===== src/rtl/arty_reset_pkg.sv =====
// Shared types and limits for the Arty A7 reset sequencer.
package arty_reset_pkg;

    typedef enum logic [1:0] {
        ST_HOLD    = 2'd0,
        ST_RELEASE = 2'd1,
        ST_RUN     = 2'd2
    } t_rst_seq_state;

    localparam int c_RST_SYNC_MIN     = 2;
    localparam int c_RST_CHANNELS_MAX = 16;

    // Bit width needed to hold values 0..value-1, never less than one bit.
    function automatic int f_width(input int value);
        return (value > 1) ? $clog2(value) : 1;
    endfunction

endpackage


===== src/rtl/arty_reset_sequencer_if.sv =====
// Software-facing side of the reset sequencer: request in, per-channel resets and done out.
interface arty_reset_sequencer_if #(
    parameter int CHANNELS = 3
);
    // i_sw_rst_req is a plain level, sampled on every clock edge, with no handshake.
    // Each cycle it is high forces all channels back into reset. o_rst_mhz and
    // o_rst_done are registered levels that consumers may sample on any edge.
    logic                i_sw_rst_req;
    logic [CHANNELS-1:0] o_rst_mhz;
    logic                o_rst_done;

    modport master (
        output i_sw_rst_req,
        input  o_rst_mhz,
        input  o_rst_done
    );

    modport slave (
        input  i_sw_rst_req,
        output o_rst_mhz,
        output o_rst_done
    );
endinterface


===== src/rtl/arty_reset_sync_chain.sv =====
// Multi-flop synchronizer with asynchronous active-low reset to a chosen level.
module arty_reset_sync_chain #(
    parameter int   STAGES    = 2,
    parameter logic RESET_VAL = 1'b1
) (
    input  logic i_clk,
    input  logic i_rstn,
    input  logic i_d,
    output logic o_sync
);

    logic [STAGES-1:0] sync_q;

    always_ff @(posedge i_clk or negedge i_rstn) begin
        if (!i_rstn) begin
            sync_q <= {STAGES{RESET_VAL}};
        end else begin
            sync_q <= {sync_q[STAGES-2:0], i_d};
        end
    end

    assign o_sync = sync_q[STAGES-1];

endmodule


===== src/rtl/arty_reset_sequencer.sv =====
// Reset sequencer: synchronized release of CHANNELS reset domains in index order.
// Define RST_SEQ_MMCM_LOCK_EN to add the i_mmcm_locked input and lock-loss abort.
module arty_reset_sequencer
    import arty_reset_pkg::*;
#(
    parameter int SYNC_STAGES = 2,
    parameter int HOLD_CYCLES = 1024,
    parameter int CHANNELS    = 3,
    parameter int GAP_CYCLES  = 16
) (
    input  logic                         i_clk_mhz,
    input  logic                         i_rstn_global,
`ifdef RST_SEQ_MMCM_LOCK_EN
    input  logic                         i_mmcm_locked,
`endif
    arty_reset_sequencer_if.slave        bus,
    output t_rst_seq_state               o_dbg_state
);

    localparam int SYNC_DEPTH = (SYNC_STAGES < c_RST_SYNC_MIN) ? c_RST_SYNC_MIN : SYNC_STAGES;
    localparam int CNT_MAX    = (HOLD_CYCLES > GAP_CYCLES) ? HOLD_CYCLES : GAP_CYCLES;
    localparam int CNT_W      = f_width(CNT_MAX);
    localparam int IDX_W      = f_width(CHANNELS);

    localparam logic [CNT_W-1:0] HOLD_LOAD = CNT_W'(HOLD_CYCLES - 1);
    localparam logic [CNT_W-1:0] GAP_LOAD  = CNT_W'(GAP_CYCLES - 1);
    localparam logic [IDX_W-1:0] LAST_IDX  = IDX_W'(CHANNELS - 1);

    logic s_rst_sync;
    logic lock_ok;
    logic abort_d;

    t_rst_seq_state      state_q;
    logic [CNT_W-1:0]    cnt_q;
    logic [IDX_W-1:0]    idx_q;
    logic [CHANNELS-1:0] rst_q;
    logic                done_q;

    arty_reset_sync_chain #(
        .STAGES    (SYNC_DEPTH),
        .RESET_VAL (1'b1)
    ) u_rst_sync (
        .i_clk  (i_clk_mhz),
        .i_rstn (i_rstn_global),
        .i_d    (1'b0),
        .o_sync (s_rst_sync)
    );

`ifdef RST_SEQ_MMCM_LOCK_EN
    // Lock is treated as lost until it has been seen through the synchronizer.
    arty_reset_sync_chain #(
        .STAGES    (SYNC_DEPTH),
        .RESET_VAL (1'b0)
    ) u_lock_sync (
        .i_clk  (i_clk_mhz),
        .i_rstn (i_rstn_global),
        .i_d    (i_mmcm_locked),
        .o_sync (lock_ok)
    );
`else
    assign lock_ok = 1'b1;
`endif

    assign abort_d = bus.i_sw_rst_req | ~lock_ok;

    always_ff @(posedge i_clk_mhz or negedge i_rstn_global) begin
        if (!i_rstn_global) begin
            state_q <= ST_HOLD;
            cnt_q   <= HOLD_LOAD;
            idx_q   <= '0;
            rst_q   <= '1;
            done_q  <= 1'b0;
        end else if (abort_d) begin
            state_q <= ST_HOLD;
            cnt_q   <= HOLD_LOAD;
            idx_q   <= '0;
            rst_q   <= '1;
            done_q  <= 1'b0;
        end else begin
            case (state_q)
                ST_HOLD: begin
                    if (s_rst_sync) begin
                        cnt_q <= HOLD_LOAD;
                    end else if (cnt_q == '0) begin
                        rst_q[0] <= 1'b0;
                        if (CHANNELS == 1) begin
                            done_q  <= 1'b1;
                            state_q <= ST_RUN;
                        end else begin
                            cnt_q   <= GAP_LOAD;
                            idx_q   <= IDX_W'(1);
                            state_q <= ST_RELEASE;
                        end
                    end else begin
                        cnt_q <= cnt_q - CNT_W'(1);
                    end
                end
                ST_RELEASE: begin
                    if (cnt_q == '0) begin
                        rst_q[idx_q] <= 1'b0;
                        idx_q        <= idx_q + IDX_W'(1);
                        if (idx_q == LAST_IDX) begin
                            done_q  <= 1'b1;
                            state_q <= ST_RUN;
                        end else begin
                            cnt_q <= GAP_LOAD;
                        end
                    end else begin
                        cnt_q <= cnt_q - CNT_W'(1);
                    end
                end
                ST_RUN: begin
                end
                default: begin
                    state_q <= ST_HOLD;
                    cnt_q   <= HOLD_LOAD;
                end
            endcase
        end
    end

    assign bus.o_rst_mhz  = rst_q;
    assign bus.o_rst_done = done_q;
    assign o_dbg_state    = state_q;

endmodule


===== src/flat_wrapper.sv =====
// flat-port wrapper written by rule: the top's interface ports become plain ports
module arty_reset_sequencer_flat import arty_reset_pkg::*;
#(
    parameter int SYNC_STAGES = 2,
    parameter int HOLD_CYCLES = 1024,
    parameter int CHANNELS    = 3,
    parameter int GAP_CYCLES  = 16
)
  (i_clk_mhz, i_rstn_global, o_dbg_state, bus_i_sw_rst_req, bus_o_rst_mhz, bus_o_rst_done);
  arty_reset_sequencer_if #(.CHANNELS(CHANNELS)) bus_i ();
  input  logic i_clk_mhz;
  input  logic i_rstn_global;
  output t_rst_seq_state o_dbg_state;
  input wire logic [$bits(bus_i.i_sw_rst_req)-1:0] bus_i_sw_rst_req;
  output wire logic [$bits(bus_i.o_rst_mhz)-1:0] bus_o_rst_mhz;
  output wire logic [$bits(bus_i.o_rst_done)-1:0] bus_o_rst_done;
  assign bus_i.i_sw_rst_req = bus_i_sw_rst_req;
  assign bus_o_rst_mhz = bus_i.o_rst_mhz;
  assign bus_o_rst_done = bus_i.o_rst_done;
  arty_reset_sequencer #(.SYNC_STAGES(SYNC_STAGES), .HOLD_CYCLES(HOLD_CYCLES), .CHANNELS(CHANNELS), .GAP_CYCLES(GAP_CYCLES)) u_core (.i_clk_mhz(i_clk_mhz), .i_rstn_global(i_rstn_global), .bus(bus_i), .o_dbg_state(o_dbg_state));
endmodule

===== config.mk =====
export PLATFORM = sky130hd
export DESIGN_NAME = arty_reset_sequencer_flat
export DESIGN_NICKNAME = d
export VERILOG_FILES = /design/src/rtl/arty_reset_pkg.sv /design/src/rtl/arty_reset_sequencer_if.sv /design/src/rtl/arty_reset_sync_chain.sv /design/src/rtl/arty_reset_sequencer.sv /design/src/flat_wrapper.sv
export SDC_FILE = /design/constraint.sdc
export NUM_CORES = 1
export LEC_CHECK = 0
export ABC_AREA = 1
export CAP_MARGIN = 20
export CORE_MARGIN = 5
export CORE_UTILIZATION = 25
export DETAILED_ROUTE_END_ITERATION = 6
export DONT_BUFFER_PORTS = 1
export PLACE_DENSITY = 0.5
export SLEW_MARGIN = 20
export SYNTH_ARGS = -nofsm -noshare
export SYNTH_HDL_FRONTEND = slang
export SYNTH_SLANG_ARGS = --single-unit

===== constraint.sdc =====
create_clock -name i_clk_mhz -period 2 [get_ports i_clk_mhz]
set_clock_uncertainty 0.1 [all_clocks]
set_input_delay 0.4 -clock i_clk_mhz [delete_from_list [all_inputs] [get_ports i_clk_mhz]]
set_output_delay 0.4 -clock i_clk_mhz [all_outputs]
set_load 0.01 [all_outputs]

Word level (Yosys, flattened, before mapping) --
Cells that the tools add are included.
Operators by class: $add $sub $neg 2, multiply operators 0, div/mod/pow operators 0, $lt $le $gt $ge 2, equal/unequal tests 9, shifts and indexed selects 0, multiplexer cells 27, bitwise gates (word level) 2, reduce and logical (&&, ||, !) cells 12
Operator list (number):
- $mux W10 | 5
- $pmux W10 S3 | 1
- $mux W2 | 8
- $logic_not A10 Y1 | 1
- $sub A10 B1 Y10 const B | 1
- $ne A3 B2 Y1 const B | 3
- $mux W1 | 7
- $mux W3 | 2
- $pmux W2 S3 | 1
- $reduce_bool A2 Y1 | 3
- $reduce_and A5 Y1 | 1
- $eq A2 B2 Y1 const B | 2
- $ne A4 B4 Y1 const B | 1
- $pmux W2 S2 | 1
- $reduce_and A2 Y1 | 2
- $reduce_and A4 Y1 | 1
- $and A3 B3 Y3 | 1
- $lt A2 B3 Y1 const B | 1
- $ne A3 B3 Y1 const B | 1
- $not A3 Y3 | 1
- $reduce_and A3 Y1 | 1
- $reduce_bool A3 Y1 | 1
- $add A2 B1 Y2 const B | 1
- $demux W1 S2 | 1
- other kinds (6) | 6
Word-level totals: register bits 20, latch bits 0, RAM bits 0, memory bits (read-only) 0, output and inout port bits 6, word-level logic and storage cells 61, memories kept 0

Logic depth before layout (Yosys ltp) --
Gate-level depths: netlist (run 1).
word-level depth 9, gate-level depth with buffers 9, depth with buffers taken out 9

By module --
From an unflattened synthesis (run 1), not the netlist that was laid out.
Unflattened totals: cells, all modules 157, area, all modules 1216.2 um^2
Modules (own cells, without submodules):
- arty_reset_sequencer | times used 1, cells an instance 155, area each 1163.6 um^2, sequential area each 466.7 um^2
- arty_reset_sync_chain | times used 1, cells an instance 2, area each 52.6 um^2, sequential area each 52.6 um^2

Worst setup path before layout (run 1) --
OpenSTA, ideal clock, no wires.
path kind register to register, start point register u_core.cnt_q[0], end point register u_core.cnt_q[2], library setup time 72 ps, arrival 1425 ps, setup slack 403 ps, cell stages (with the launch flop) 8, buffers on the path 0, path through dfstp_2 > inv_1 > ha_1 > nand3_2 > nor2_4 > a21boi_2 > nand2_1 > o21ai_1
On the way: cells in the longest elaborated chain, start to end 5, elaborated cells between the ends (all ways) 9, classes of those cells 1 x add/sub; 1 x eq/ne; 5 x mux; 2 x reduce/logical
Ends and longest elaborated chain:
- start: declaration | RTL line arty_reset_sequencer.sv:34 | logic [CNT_W-1:0] cnt_q;
- start signal: assignment | RTL line arty_reset_sequencer.sv:95 | cnt_q <= cnt_q - CNT_W'(1);
- start signal: assignment | RTL line arty_reset_sequencer.sv:109 | cnt_q <= cnt_q - CNT_W'(1);
- $sub A10 B1 Y10 / $logic_not A10 Y1 (equally long branches)
- $mux W10 | RTL line arty_reset_sequencer.sv:84 | end else if (cnt_q == '0) begin
- $mux W10 | RTL line arty_reset_sequencer.sv:82 | if (s_rst_sync) begin
- $pmux W10 S3 | RTL line arty_reset_sequencer.sv:80 | case (state_q)
- $mux W10 | RTL line arty_reset_sequencer.sv:73 | end else if (abort_d) begin
Several ways; a longest one is shown, not always the timed one. A chain may end at the register's enable or synchronous reset.

Final worst setup path (run 1) --
start point register u_core.cnt_q[0], end point register u_core.cnt_q[5]
The elaborated chain is that of the path after synthesis.

==> impl_summary.log, run 1 <==
INFO  metric run_status = finished, final reports clean
INFO  metric synth_sequential_area_ratio = 0.4373
INFO  metric drive_above_1_share = 0.1747
INFO  metric dp.cells = 215
INFO  metric clockRootBuffer = clkbuf_8
INFO  metric cts.clk_slew.worst_paths = 0.08 ns
INFO  metric drt_iter0_drc = 96
INFO  metric yosys.cell_types.count = 27
INFO  metric final_min_period_over_clock_period = 0.8980
INFO  metric critical_path_source_type = flop
INFO  metric relSlewSlack = 0.3975
INFO  metric floorplan.initialDensity = 0.2548
INFO  metric critical_path_class = reg -> reg
INFO  metric syn_nets = 168
INFO  metric cts-buffers-inserted = 3
INFO  metric ioPinCount = 9
INFO  metric cts_tree = done
INFO  metric synth_largest_area_cell = dfstp_2
INFO  metric antennaDiodeCount = 0
INFO  metric portion_of_synthesized_cell_area_occupied_by_the_leading_cell_type = 0.3319
INFO  metric route.detailed.wl_per_inst = 11.99 um
INFO  metric power = 0.0009798 W
INFO  metric worstPathArrival = 1.90 ns
INFO  metric htree_levels = 1
INFO  metric grt.total_usage = 0.09557
INFO  metric setup_total_negative_slack = 0 ns
INFO  metric final.min_clock_period = 1.796 ns
INFO  metric max_freq = 556.8 MHz
INFO  metric layout.cells.most_common = nand2_1
INFO  metric path_max_fanout = 9
INFO  metric route.antenna.remaining_nets = 0
INFO  metric areaGrowthSynthToFinish = 12.54%
INFO  metric final_hold_viol_count = 0
INFO  metric timing.critical_path.to_type = flop
INFO  metric final-setup-viol-count = 0
INFO  metric layout.cells.most_common_list = 51 x nand2_1, 19 x nor2_1, 18 x inv_1
INFO  metric grt_max_degree = 21
INFO  metric placementRows = 25
INFO  metric design.die.area = 0.006228 mm^2
INFO  metric syn_area_per_cell = 7.375 um^2
INFO  metric most_area_consuming_cells_after_synthesis = dfstp_2 33%, nand2_1 16%, dfrtp_1 11%
INFO  metric drt-pass1-iter-count = 4
INFO  metric dpl.hpwl = 2.101 mm
INFO  metric die-width = 78.92 um
INFO  metric synthesis.yosys.warnings = 0
INFO  metric die_height = 78.92 um
INFO  metric core_region_area = 0.004661 mm^2
INFO  metric maxCapViolations = 0
INFO  metric vias_in_the_first_global_route = 974
INFO  metric layoutNonFillerInstCount = 220
INFO  metric p_leak = 0.6411 nW
INFO  metric p_per_area = 733.2 mW/mm^2
INFO  metric grt_first_pass_wirelength = 4.657 mm
INFO  metric finalCoreUtilization = 0.2867
INFO  metric finalNetCount = 174
INFO  metric vdd_ir_drop_max = 0.2456 mV
INFO  metric cp_data_required_time = 2.10 ns
INFO  metric globalplace.congestion = 0.8600
INFO  metric gr-total-overflow = 0
INFO  metric unrepaired_setup_endpoints_after_global_routing = no
INFO  metric drc_errors = 0
INFO  metric clock_sink_count = 20
INFO  metric ys_seq_elements = 20
INFO  metric routed-via-count = 992
INFO  metric io_buffer_count = 0
INFO  metric antenna_found_initial = 0
INFO  metric cts-root-to-sink-buffers = 2
INFO  metric clkLatencyLatePin = 0.26 ns
INFO  metric synthCells = 161
INFO  metric post_drt_via_cell_ratio = 4.509
INFO  metric cts_resized = 0
INFO  metric worst-slew-pin-transition = 0.9008 ns
INFO  metric min_path_type = in -> reg
INFO  metric maxSlewViolCount = 0
INFO  metric postRouteWirelength = 2.637 mm
INFO  metric post_synth_instance_area = 0.001187 mm^2
[cells in the mapped netlist (all sizes together)]
cell / instances
inv: 21
a21oi: 2
nand2: 53
a22oi: 1
o21ai: 10
dfrtp: 5
nor2: 21
nand3: 18
xnor2: 1
nor3: 2
o31ai: 1
o21a: 1
conb: 1
a31oi: 1
nand4: 1
dfstp: 15
ha: 4
o2111ai: 1
a21boi: 1
clkinv: 1
[where the power goes]
part / internal (W) / switching, W
sequential: 0.000430 / 0.0000266
combinational: 0.0000356 / 0.0000834
clock: 0.000267 / 0.000137
[registers in the layout, indices dropped and copies added (netlist names)]
name                      cells
u_core.idx_q                  2
u_core.u_rst_sync.sync_q      2
u_core.cnt_q                 10
u_core.bus.o_rst_mhz          3
u_core.o_dbg_state            2
u_core.bus.o_rst_done         1
[area by class of cell]
class	instances	area, um^2
Fill cell	498	3324
Multi-Input combinational cell	119	585.6
Sequential cell	20	519.2
Inverter	22	82.58
Tap cell	54	67.56
Clock buffer	3	41.29
Clock inverter	1	30.03
Timing Repair Buffer	1	10.01
[critical path, stage by stage (launching register included)]
cell and delay, ns:
dfstp_2 0.53, inv_1 0.09, ha_1 0.27, nand3_2 0.14, nor2_4 0.07, a21boi_2 0.35, nand2_1 0.11, nand2_1 0.07
[timing repair]
action | in CTS | in global routing
hold endpoints to repair | 20 | 0
hold buffers | 1 | 0
endpoints found under the setup margin | 0 | 0
buffers inserted | 0 | 0
[layer usage]
metal	wire length [um]	part of all wire	global-route usage
met5	0	0	0
met4	39	0.015	0.04124
met3	98	0.037	0.02268
met2	1170	0.44	0.1477
met1	1328	0.50	0.1272
[kinds of logic (layout without fill, tap and decap cells)]
group / after synthesis / in the layout / share of synthesized area
flip-flops: 20 / 20 / 0.4373
other: 1 / 1 / 0.003158
AO/OA/AOI/OAI: 18 / 18 / 0.09169
AND/OR/NAND/NOR: 95 / 95 / 0.3488
adder cells (fa/ha/maj): 4 / 4 / 0.04215
buffers and inverters: 22 / 27 / 0.06954
XOR/XNOR: 1 / 1 / 0.007378
[metrics by stage]
step / hold WS (ns) / area (um^2) / setup WS, ns
after floorplan: 0.004409 / 1187 / 0.4034
after global placement: 0.005124 / 1255 / 0.2297
after detailed placement: 0.005225 / 1255 / 0.2112
after CTS: 0.1640 / 1336 / 0.1857
after global routing: 0.1646 / 1336 / 0.03973
final: 0.1657 / 1336 / 0.2039
[worst paths after layout]
check,from,endpoint,slack (ns),depth (start not counted)
worst max-delay path,u_core.cnt_q[0],u_core.cnt_q[5],0.20,7
worst min register to register,u_core.u_rst_sync.sync_q[0],u_core.u_rst_sync.sync_q[1],0.26,0
min in group asynchronous,i_rstn_global,u_core.bus.o_rst_done,0.60,1
worst max register to register,u_core.cnt_q[0],u_core.cnt_q[5],0.20,7
max in group asynchronous,i_rstn_global,u_core.idx_q[1],0.65,1
worst min-delay path,bus_i_sw_rst_req,u_core.bus.o_rst_mhz[2],0.17,1
(Power assumes the default switching activity.)
==> run 2: changes to the inputs <==
--- a/config.mk
+++ b/config.mk
@@ -12,6 +12,7 @@
 export DETAILED_ROUTE_END_ITERATION = 6
 export DONT_BUFFER_PORTS = 1
 export PLACE_DENSITY = 0.5
+export SKIP_CTS_REPAIR_TIMING = 1
 export SLEW_MARGIN = 20
 export SYNTH_ARGS = -nofsm -noshare
 export SYNTH_HDL_FRONTEND = slang
==> impl_summary.log, run 2 (synthesis results as in run 1) <==
INFO  metric run_status = finished, final reports clean
INFO  metric total_switching_power = 0.0002477 W (+0.43%)
INFO  metric p_per_area = 734.1 mW/mm^2 (+0.12%)
INFO  metric power_frac_clock = 0.413 (about the same)
INFO  metric grt.total_usage = 0.09557 (unchanged)
INFO  metric finalCoreUtilization = 0.2867 (unchanged)
INFO  metric floorplan.initialDensity = 0.2548 (unchanged)
INFO  metric clock_sink_count = 20 (unchanged)
INFO  metric route.antenna.remaining_nets = 0 (unchanged)
INFO  metric grt_first_pass_wirelength = 4.657 mm (unchanged)
INFO  metric worst-slew-pin-transition = 0.9002 ns (-0.0005595 ns)
INFO  metric min_path_type = in -> reg
INFO  metric io_buffer_count = 0 (unchanged)
INFO  metric final_min_period_over_clock_period = 0.8993 (+0.001313)
INFO  metric max_freq = 556.0 MHz (-0.15%)
INFO  metric busiest_layer = met2
INFO  metric gr-total-overflow = 0 (unchanged)
INFO  metric layout.cells.most_common_list = 51 x nand2_1, 19 x nor2_1, 18 x inv_1
INFO  metric drive_above_1_share = 0.1747 (unchanged)
INFO  metric p_leak = 0.6411 nW (unchanged)
INFO  metric relSlewSlack = 0.3979 (about the same)
INFO  metric globalplace.congestion = 0.8600 (unchanged)
INFO  metric final.min_clock_period = 1.799 ns (+0.002626 ns)
INFO  metric vdd_ir_drop_max = 0.2457 mV (about the same)
INFO  metric final-setup-viol-count = 0 (unchanged)
INFO  metric layout.cells.most_common = nand2_1
INFO  metric timing.critical_path.to_type = flop
INFO  metric cp_data_required_time = 2.11 ns (about the same)
INFO  metric drt_iter0_drc = 96 (unchanged)
INFO  metric die_height = 78.92 um (unchanged)
INFO  metric drt-pass1-iter-count = 4 (unchanged)
INFO  metric grt_max_degree = 21 (unchanged)
INFO  metric clkLatencyLatePin = 0.26 ns (about the same)
INFO  metric seqPwrFrac = 0.466 (about the same)
INFO  metric cts_tree = done
INFO  metric routed-via-count = 990 (-0.20%)
INFO  metric largest_register_ffs = 10 (unchanged)
INFO  metric critical_path_class = reg -> reg
INFO  metric maxCapViolations = 0 (unchanged)
INFO  metric core_region_area = 0.004661 mm^2 (unchanged)
INFO  metric grtUsageMet2 = 0.1486 (+0.0008489)
INFO  metric postRouteWirelength = 2.642 mm (+0.19%)
INFO  metric setup_total_negative_slack = 0 ns (unchanged)
INFO  metric vias_in_the_first_global_route = 970 (-0.41%)
INFO  metric route.detailed.wl_per_inst = 12.01 um (+0.19%)
INFO  metric design.die.area = 0.006228 mm^2 (unchanged)
INFO  metric dpl.hpwl = 2.101 mm (unchanged)
INFO  metric final_hold_viol_count = 0 (unchanged)
INFO  metric antennaDiodeCount = 0 (unchanged)
INFO  metric clockRootBuffer = clkbuf_8
INFO  metric placementRows = 25 (unchanged)
INFO  metric ioPinCount = 9 (unchanged)
INFO  metric htree_levels = 1 (unchanged)
INFO  metric cts.clk_slew.worst_paths = 0.08 ns (about the same)
INFO  metric power.switching_fraction = 0.2525 (+0.0007750)
INFO  metric antenna_found_initial = 0 (unchanged)
INFO  metric unrepaired_setup_endpoints_after_global_routing = no
INFO  metric areaGrowthSynthToFinish = 12.54% (unchanged)
INFO  metric internal_power = 0.0007333 W (about the same)
INFO  metric die-width = 78.92 um (unchanged)
INFO  metric worstPathArrival = 1.90 ns (about the same)
INFO  metric top_register = u_core.cnt_q
INFO  metric met3_usage = 0.02268 (unchanged)
INFO  metric cts-root-to-sink-buffers = 2 (unchanged)
INFO  metric cts-buffers-inserted = 3 (unchanged)
INFO  metric fin_worst_hold_slack = 0.1637 ns (-0.001982 ns)
INFO  metric power_frac_comb = 0.121 (about the same)
INFO  metric finalNetCount = 174 (unchanged)
INFO  metric critical_path_source_type = flop
INFO  metric post_drt_via_cell_ratio = 4.500 (-0.20%)
INFO  metric met1_usage = 0.1265 (-0.0007027)
INFO  metric maxSlewViolCount = 0 (unchanged)
INFO  metric path_max_fanout = 9 (unchanged)
INFO  metric drc_errors = 0 (unchanged)
-- run 2: metal layers --
| layer | wire length (um) | up-vias |
|---|---|---|
| met5 | 0 | - |
| met4 | 44 | 0 |
| met3 | 114 | 4 |
| met2 | 1169 | 21 |
| met1 | 1313 | 446 |
| li1 | - | 519 |
-- run 2: metrics by stage --
step | setup slack, ns | instance area, um^2 | cells | total power (W)
final | 0.2013 | 1336 | 220 | 0.0009810
after global routing | 0.03973 | 1336 | 220 | 0.001038
after CTS | 0.1857 | 1326 | 219 | 0.0009830
after detailed placement | 0.2112 | 1255 | 215 | 0.0005757
after global placement | 0.2297 | 1255 | 215 | 0.0005733
after floorplan | 0.4034 | 1187 | 161 | 0.0005441
-- run 2: worst paths after layout --
check	start	end	slack, ns	cells past startpoint
max	u_core.cnt_q[0]	u_core.cnt_q[5]	0.20	7
min	bus_i_sw_rst_req	u_core.bus.o_rst_mhz[2]	0.16	1
max reg2reg	u_core.cnt_q[0]	u_core.cnt_q[5]	0.20	7
min reg2reg	u_core.u_rst_sync.sync_q[0]	u_core.u_rst_sync.sync_q[1]	0.26	0
max in group asynchronous	i_rstn_global	u_core.idx_q[1]	0.65	1
min in group asynchronous	i_rstn_global	u_core.bus.o_rst_done	0.60	1
-- run 2: critical path, stage by stage (launching register included) --
cell,delay [ns]
dfstp_2,0.53
inv_1,0.09
ha_1,0.27
nand3_2,0.14
nor2_4,0.07
a21boi_2,0.35
nand2_1,0.11
nand2_1,0.07
-- run 2: final cells by class --
| class | count | area [um^2] |
|---|---|---|
| Fill cell | 498 | 3324 |
| Multi-Input combinational cell | 119 | 585.6 |
| Sequential cell | 20 | 519.2 |
| Inverter | 22 | 82.58 |
| Tap cell | 54 | 67.56 |
| Clock buffer | 3 | 41.29 |
| Clock inverter | 1 | 30.03 |
| Timing Repair Buffer | 1 | 10.01 |
-- run 2: power by group through the flow --
| stage | logic (W) | registers [W] | clock network, W |
|---|---|---|---|
| detailed placement | 0.000112 | 0.000464 | 0 |
| floorplan | 0.0000869 | 0.000457 | 0 |
| global placement | 0.000110 | 0.000463 | 0 |
| finish | 0.000119 | 0.000457 | 0.000406 |
| global route | 0.000140 | 0.000461 | 0.000437 |
| CTS | 0.000112 | 0.000457 | 0.000414 |
